[config.mk]
export PLATFORM = sky130hd
export DESIGN_NAME = irq_controller_flat
export DESIGN_NICKNAME = d
export VERILOG_FILES = /design/src/rtl/irq_controller_if.sv /design/src/rtl/irq_controller.sv /design/src/flat_wrapper.sv
export SDC_FILE = /design/constraint.sdc
export NUM_CORES = 1
export LEC_CHECK = 0
export BUFFER_PORTS_ARGS = -buffer_cell sky130_fd_sc_hd__buf_2
export CAP_MARGIN = 15
export CORE_ASPECT_RATIO = 1.2
export CORE_MARGIN = 1.5
export CORE_UTILIZATION = 30
export DETAILED_ROUTE_END_ITERATION = 6
export REMOVE_ABC_BUFFERS = 1
export SLEW_MARGIN = 15
export SYNTH_ARGS = -nofsm -noshare
export SYNTH_HDL_FRONTEND = slang
export SYNTH_SLANG_ARGS = --single-unit
[constraint.sdc]
create_clock -name clk -period 3.5 [get_ports clk]
set_clock_uncertainty 0.15 [all_clocks]
set_input_delay 0.525 -clock clk [delete_from_list [all_inputs] [get_ports clk]]
set_output_delay 0.525 -clock clk [all_outputs]
set_load 0.02 [all_outputs]
[src/rtl/irq_controller_if.sv]
// Handshake bundle between the interrupt controller and the control unit:
// request/ack/finish plus the selected channel and its handler vector.
interface irq_controller_if #(
   parameter int NCH    = 4,
   parameter int ADDR_W = 10
);
   localparam int CH_W = (NCH > 1) ? $clog2(NCH) : 1;

   logic              s_ack;
   logic              s_finished;
   logic              s_interruption;
   logic [ADDR_W-1:0] dir_from_exception;
   logic [CH_W-1:0]   active_ch;
   logic              in_service;

   // Interrupt controller side: raises the request and supplies the vector.
   modport master (
      input  s_ack,
      input  s_finished,
      output s_interruption,
      output dir_from_exception,
      output active_ch,
      output in_service
   );

   // Control unit side: acknowledges the jump and reports the return.
   modport slave (
      output s_ack,
      output s_finished,
      input  s_interruption,
      input  dir_from_exception,
      input  active_ch,
      input  in_service
   );
endinterface

[src/rtl/irq_controller.sv]
// Vectored interrupt controller: rising-edge detection on NCH request lines,
// pending latch, software mask, fixed priority (channel 0 highest) and a
// request/ack/finish handshake with the control unit. No nesting.
module irq_controller #(
   parameter int                NCH        = 4,
   parameter int                ADDR_W     = 10,
   parameter int                DATA_W     = 8,
   parameter logic [ADDR_W-1:0] VEC_BASE   = 10'h3C0,
   parameter int                VEC_STRIDE = 4
) (
   input  logic              clk,
   input  logic              reset,
   input  logic [NCH-1:0]    irq_in,
   input  logic              we_mask,
   input  logic [DATA_W-1:0] mask_in,
   output logic [NCH-1:0]    pending_out,
   irq_controller_if.master  cu
);
   localparam int CH_W = (NCH > 1) ? $clog2(NCH) : 1;

   typedef enum logic [1:0] {
      ST_IDLE    = 2'd0,
      ST_REQ     = 2'd1,
      ST_SERVICE = 2'd2
   } state_t;

   state_t            state_q, state_d;
   logic [NCH-1:0]    irq_prev_q;
   logic [NCH-1:0]    irq_edge;
   logic [NCH-1:0]    pending_q, pending_d;
   logic [NCH-1:0]    mask_q, mask_d;
   logic [NCH-1:0]    eligible;
   logic [NCH-1:0]    clr_vec;
   logic              clr_pend;
   logic [CH_W-1:0]   sel_ch;
   logic [CH_W-1:0]   active_ch_q, active_ch_d;
   logic [ADDR_W-1:0] vec_q, vec_d;

   // Mask bits above the channel count carry no meaning.
   generate
      if (NCH < DATA_W) begin : g_mask_hi
         logic unused_mask_hi;
         assign unused_mask_hi = ^mask_in[DATA_W-1:NCH];
      end
   endgenerate

   // Per-channel edge detect and pending update; a new edge beats a clear.
   genvar gi;
   generate
      for (gi = 0; gi < NCH; gi++) begin : g_ch
         assign irq_edge[gi]  = irq_in[gi] & ~irq_prev_q[gi];
         assign clr_vec[gi]   = clr_pend && (active_ch_q == CH_W'(gi));
         assign pending_d[gi] = irq_edge[gi] | (pending_q[gi] & ~clr_vec[gi]);
      end
   endgenerate

   assign eligible = pending_q & mask_q;

   // Previous sample of the request lines; also loaded during reset so a
   // line held high across reset does not look like a fresh edge.
   always_ff @(posedge clk) begin
      irq_prev_q <= irq_in;
   end

   // Fixed priority: lowest-index eligible channel wins.
   always_comb begin
      sel_ch = '0;
      for (int i = NCH - 1; i >= 0; i--) begin
         if (eligible[i]) sel_ch = CH_W'(i);
      end
   end

   // Software mask register load.
   always_comb begin
      mask_d = mask_q;
      if (we_mask) mask_d = mask_in[NCH-1:0];
   end

   // Handshake FSM next state; channel and vector latch only when leaving IDLE.
   always_comb begin
      state_d     = state_q;
      active_ch_d = active_ch_q;
      vec_d       = vec_q;
      clr_pend    = 1'b0;
      unique case (state_q)
         ST_IDLE: begin
            if (|eligible) begin
               state_d     = ST_REQ;
               active_ch_d = sel_ch;
               vec_d       = VEC_BASE + ADDR_W'(sel_ch) * ADDR_W'(VEC_STRIDE);
            end
         end
         ST_REQ: begin
            // Ack takes precedence over a mask write withdrawing the request.
            if (cu.s_ack) begin
               state_d  = ST_SERVICE;
               clr_pend = 1'b1;
            end else if (we_mask && !mask_in[active_ch_q]) begin
               state_d = ST_IDLE;
            end
         end
         ST_SERVICE: begin
            if (cu.s_finished) state_d = ST_IDLE;
         end
         default: state_d = ST_IDLE;
      endcase
   end

   // State, pending, mask and latched vector registers.
   always_ff @(posedge clk) begin
      if (!reset) begin
         state_q     <= ST_IDLE;
         pending_q   <= '0;
         mask_q      <= '0;
         active_ch_q <= '0;
         vec_q       <= VEC_BASE;
      end else begin
         state_q     <= state_d;
         pending_q   <= pending_d;
         mask_q      <= mask_d;
         active_ch_q <= active_ch_d;
         vec_q       <= vec_d;
      end
   end

   assign cu.s_interruption     = (state_q == ST_REQ);
   assign cu.in_service         = (state_q == ST_SERVICE);
   assign cu.dir_from_exception = vec_q;
   assign cu.active_ch          = active_ch_q;
   assign pending_out           = pending_q;
endmodule

[src/flat_wrapper.sv]
// flat-port wrapper written by rule: the top's interface ports become plain ports
module irq_controller_flat 
#(
   parameter int                NCH        = 4,
   parameter int                ADDR_W     = 10,
   parameter int                DATA_W     = 8,
   parameter logic [ADDR_W-1:0] VEC_BASE   = 10'h3C0,
   parameter int                VEC_STRIDE = 4
)
  (clk, reset, irq_in, we_mask, mask_in, pending_out, cu_s_ack, cu_s_finished, cu_s_interruption, cu_dir_from_exception, cu_active_ch, cu_in_service);
  irq_controller_if #(.NCH(NCH), .ADDR_W(ADDR_W)) cu_i ();
  input  logic clk;
  input  logic reset;
  input  logic [NCH-1:0] irq_in;
  input  logic we_mask;
  input  logic [DATA_W-1:0] mask_in;
  output logic [NCH-1:0] pending_out;
  input wire logic [$bits(cu_i.s_ack)-1:0] cu_s_ack;
  input wire logic [$bits(cu_i.s_finished)-1:0] cu_s_finished;
  output wire logic [$bits(cu_i.s_interruption)-1:0] cu_s_interruption;
  output wire logic [$bits(cu_i.dir_from_exception)-1:0] cu_dir_from_exception;
  output wire logic [$bits(cu_i.active_ch)-1:0] cu_active_ch;
  output wire logic [$bits(cu_i.in_service)-1:0] cu_in_service;
  assign cu_i.s_ack = cu_s_ack;
  assign cu_i.s_finished = cu_s_finished;
  assign cu_s_interruption = cu_i.s_interruption;
  assign cu_dir_from_exception = cu_i.dir_from_exception;
  assign cu_active_ch = cu_i.active_ch;
  assign cu_in_service = cu_i.in_service;
  irq_controller #(.NCH(NCH), .ADDR_W(ADDR_W), .DATA_W(DATA_W), .VEC_BASE(VEC_BASE), .VEC_STRIDE(VEC_STRIDE)) u_core (.clk(clk), .reset(reset), .irq_in(irq_in), .we_mask(we_mask), .mask_in(mask_in), .pending_out(pending_out), .cu(cu_i));
endmodule
==> flow_summary.toml, run 1 <==
[synthesis]
synth-compound-area-share_pct = 13.25
avgSynthCellArea_um2 = 9.318
synth.yosys.seq_area_share_pct = 45.23
syn-instance-count = 76
ys_types = 25
synth_area_um2 = 708.2
synth.area.top_cells = "dfxtp_1 45%, buf_4 11%, mux2i_1 7.1%"
yosys_warnings = 0
synthSimpleGateAreaFrac_pct = 18.02
synth_adder_area_share_pct = 0
synth_top_family_by_area = "simple AND/OR/NAND/NOR gates"
synth_mux_area_share_pct = 10.25
synth_top_area_share_pct = 45.23
synth.ff_latch_count = 16
synthXorXnorAreaFrac_pct = 0
yosysTopAreaCell = "dfxtp_1"

[floorplanning]
coreArea_um2 = 2258
dieArea_um2 = 2662
initial_core_util_pct = 31.36
rows = 19
fp.dieW_um = 47.35
die_h_um = 56.22
pin_count = 35

[clock_network]
post_cts_buffers = 0
cts_max_level = 1
cts_resized = 0
cts_sinks = 16
holdBufCountCts = 0
cts_tree = "done"
clk_path_buf_depth = 2
clock_latency_ns = 0.29
cts_buffers = 3
clkTransAtPathRegs_ns = 0.09
clock-root-buffer = "clkbuf_4"

[timing]
finalSetupViolCount = 0
holdWs_ns = 0.1912
hold_violations = 0
final.period_utilization_pct = 49.72
setup_ws_ns = 1.760
period_needed_ns = 1.740
finalSetupTns_ns = 0
rsz0062_at_grt = "false"
slew_viol_final = 0
clock.fmax_mhz = 574.6

[worst_setup_path]
criticalPathCategory = "reg2out"
worstPathMaxFanout = 6
start_kind = "flip-flop"
cpPeakStageDelay_ns = 0.41
path_cells = "and2b_1 -> buf_2"
cp_slowest_cell = "dfxtp_1"
cpLargestDelayFamily = "flip-flops"
crit_arrival_ns = 1.07
crit_required_ns = 2.82
critPathBufInv = 1
critPathCaptureType = "output pin"

[placed_design]
placed_cell_area_um2 = 800.8
globalplace.congestion = 0.7884
place_hpwl_um = 1066
dp.cells = 124
dpl_worst_slack_ns = 1.869
port_buffers = 22

[drt]
drtIter0Drc = 7
drc_errors = 0
post_drt_wl_per_cell_um = 10.74
vias = 570
dr.pass1.iters = 4
vias_per_cell = 4.488
wirelength_um = 1364
drtAntennaViolNets = 0

[pwr]
p_per_area_nw_per_um2 = 427.0
ir_drop_v = 0.0001924
p_leak_nw = 0.3863
p_total_mw = 0.3516

[global_routing]
grt_pass1_wl_um = 2228
grt_antenna_before_repair = 0
grt_pass1_vias = 510
track_usage_pct = 11.79
grt_max_degree = 11
grt_overflow = 0

[finish]
layout.cells.non_filler = 127
stdcell_area_um2 = 823.3
nets = 115
area_growth_pct = 16.25
num_antenna_cells = 0
final_util_pct = 36.45
drive_above_1_share_pct = 28.13
n_fill_cell = 261
multiInputGateArea_um2 = 324.1
ff_latch_area_um2 = 320.3

[job]
cap_violations = 0

[hold_path]
hold_path_class = "in2reg"

[status]
status = "finished clean"
==> cell families after synthesis <==
family                 Yosys count
other                            2
and+or+nand+nor                 25
muxes                            6
buffers and inverters           13
DFF                             16
AOI/OAI and AO/OA               14
==> where the power goes <==
part	switching, mW	internal, mW
Sequential	0.00957	0.193
Combinational	0.0328	0.0214
Clock	0.0553	0.0400
Total	0.0976	0.254
==> cells in the final DEF, fill, tap and decap left out, types with 2 or more instances in the layout <==
cell      count
buf_2        22
dfxtp_1      16
conb_1        8
nor2_1        7
nand2_1       6
mux2i_1       5
a21oi_1       4
nor2b_1       3
nand2b_1      3
o21ai_0       3
clkbuf_4      3
o31ai_1       2
nor3_1        2
==> Yosys cell counts (all sizes together) <==
cell type,number
and2b,1
nor2b,3
a211oi,1
a211o,1
clkbuf,1
nor3,2
nor2,7
dfxtp,16
nand3,1
o31ai,2
nand2,6
mux4,1
nor4b,1
mux2i,5
buf,10
o221a,1
o21ai,3
nor4bb,1
a21oi,4
a32oi,1
inv,2
nand2b,3
conb,2
a22oi,1
==> final timing paths <==
kind                          start               endpoint  slack, ns  depth (start not counted)
min                       irq_in[3]   u_core.irq_prev_q[3]       0.19                          1
max reg2reg  u_core.cu.active_ch[1]      u_core.state_q[0]       1.94                          2
min reg2reg    u_core.irq_prev_q[0]  u_core.pending_out[0]       0.35                          2
max               u_core.state_q[1]      cu_s_interruption       1.76                          2
==> cell type report <==
type	count	area share [%]
inverters	2	0.9119
repair buffers	22	13.37
well taps	31	4.711
clock buffers	3	2.736
flip-flops and latches	16	38.91
multi-input cells	53	39.36
==> sequential cells by signal (all words and copies together), names as in the netlist <==
name                 flops
u_core.cu.active_ch      2
u_core.irq_prev_q        4
u_core.mask_q            4
u_core.pending_out       4
u_core.state_q           2
==> metal layers <==
metal  track usage [%]  vias to the layer above  part of all wire, %
li1                  -                      287                    -
met1             16.40                      256                   48
met2             15.83                       24                   43
met3             2.922                        3                  6.6
met4             7.143                        0                  2.1
met5                 0                        -                    0
No activity file was read; power rests on OpenSTA's default activity.
==> run 2: changes to the inputs <==
- clock period: 3.5 -> 1.7 ns (I/O delays scaled with it)
==> run 2 against run 1 <==
Against the previous run: flip-flop and latch count unchanged; clock power up 110%; utilization up 2.1 points; highest routed layer unchanged.
==> flow_summary.toml, run 2 (synthesized netlist as in run 1, its figures left out) <==
[floorplanning]
fp.dieW_um = 47.35
pin_count = 35
initial_core_util_pct = 31.36
dieArea_um2 = 2662
die_h_um = 56.22
rows = 19
coreArea_um2 = 2258

[status]
status = "finished clean"

[clock_network]
clock_latency_ns = 0.28
cts_tree = "done"
clock-root-buffer = "clkbuf_4"
post_cts_buffers = 0
cts_sinks = 16
cts_buffers = 3
clkTransAtPathRegs_ns = 0.09
cts_max_level = 1
clk_path_buf_depth = 2

[timing]
rsz0062_at_grt = "false"
clock.fmax_mhz = 684.9
finalSetupViolCount = 0
slew_viol_final = 0
period_needed_ns = 1.460
hold_violations = 0
final.period_utilization_pct = 85.88
finalSetupTns_ns = 0

[finish]
mostFrequentLayoutCell = "buf_2"
nets = 120
final_util_pct = 38.56
area_growth_pct = 22.97
drive_above_1_share_pct = 27.72
layout_common_cells = "22 x buf_2, 16 x dfxtp_1, 8 x conb_1"
layout.cells.non_filler = 132
num_antenna_cells = 0
n_fill_cell = 236

[worst_setup_path]
worstPathMaxFanout = 6
cp_slowest_cell = "dfxtp_1"
critPathCaptureType = "output pin"
cpPeakStageDelay_ns = 0.41
path_cells = "and2b_1 -> buf_2"
critPathBufInv = 1
crit_arrival_ns = 1.06
crit_required_ns = 1.29
cpLargestDelayFamily = "flip-flops"
criticalPathCategory = "reg2out"
start_kind = "flip-flop"

[global_routing]
grt_pass1_vias = 509
grt_max_degree = 11
grt_overflow = 0
track_usage_pct = 11.03
grt_antenna_before_repair = 0
grt_pass1_wl_um = 2132

[drt]
drtIter0Drc = 22
drtAntennaViolNets = 0
dr.pass1.iters = 4
drc_errors = 0
vias = 607
wirelength_um = 1329
post_drt_wl_per_cell_um = 10.07
vias_per_cell = 4.598

[pwr]
p_leak_nw = 0.4084
ir_drop_v = 0.0004141
p_per_area_nw_per_um2 = 843.1
p_total_mw = 0.7342

[job]
cap_violations = 0

[placed_design]
globalplace.congestion = 0.7865
place_hpwl_um = 1001
dp.cells = 125
port_buffers = 22

[hold_path]
hold_path_class = "in2reg"
## run 2: cell types whose count changed in the layout (fill, tap and decap cells not counted), sizes merged
cell	before	now
dlygate4sd3	0	4
buf	22	23
## run 2: cell type report
| class | instances | area [um2] | share of cell area [%] |
|---|---|---|---|
| Multi-Input combinational cell | 53 | 324.1 | 37.21 |
| Inverter | 2 | 7.507 | 0.8621 |
| Clock buffer | 3 | 22.52 | 2.586 |
| Timing Repair Buffer | 27 | 157.7 | 18.10 |
| Sequential cell | 16 | 320.3 | 36.78 |
| Tap cell | 31 | 38.79 | 4.454 |
## run 2: path summary, 6_finish.rpt
kind / start / to / slack (ns) / cells after the start
max reg2reg: u_core.state_q[0] / u_core.pending_out[1] / 0.29 / 4
max: u_core.state_q[1] / cu_s_interruption / 0.24 / 2
min: mask_in[2] / u_core.mask_q[2] / 0.07 / 3
min reg2reg: u_core.irq_prev_q[2] / u_core.pending_out[2] / 0.35 / 2
## run 2: power breakdown
group	internal, mW	switching (mW)
clock network	0.0821	0.115
logic	0.0515	0.0709
registers	0.397	0.0177
## run 2: what timing repair did
item,4_1_cts,5_1_grt
resized for setup,0,0
hold endpoints to repair,4,0
hold buffers,4,0
## run 2: per-stage QoR
step	worst slack (ns)	area [um2]	hold WS (ns)
after detailed placement	0.3071	808.3	0.2207
final	0.2400	870.8	0.07255
after floorplan	-0.01965	651.9	0.1327
after global placement	0.3328	808.3	0.2190
after CTS	0.2418	870.8	0.06900
after global routing	0.1765	870.8	0.08477
## run 2: worst reg2reg max path, delay by kind of cell (launching register included)
kind | cells | cell delay (ns)
AND/OR/NAND/NOR | 4 | 0.72
flip-flops | 1 | 0.43
## run 2: routing by layer
metal	global-route usage [%]	wire [um]
met1	15.52	640
met2	15.44	571
met3	2.922	95
met4	4.762	21
met5	0	0
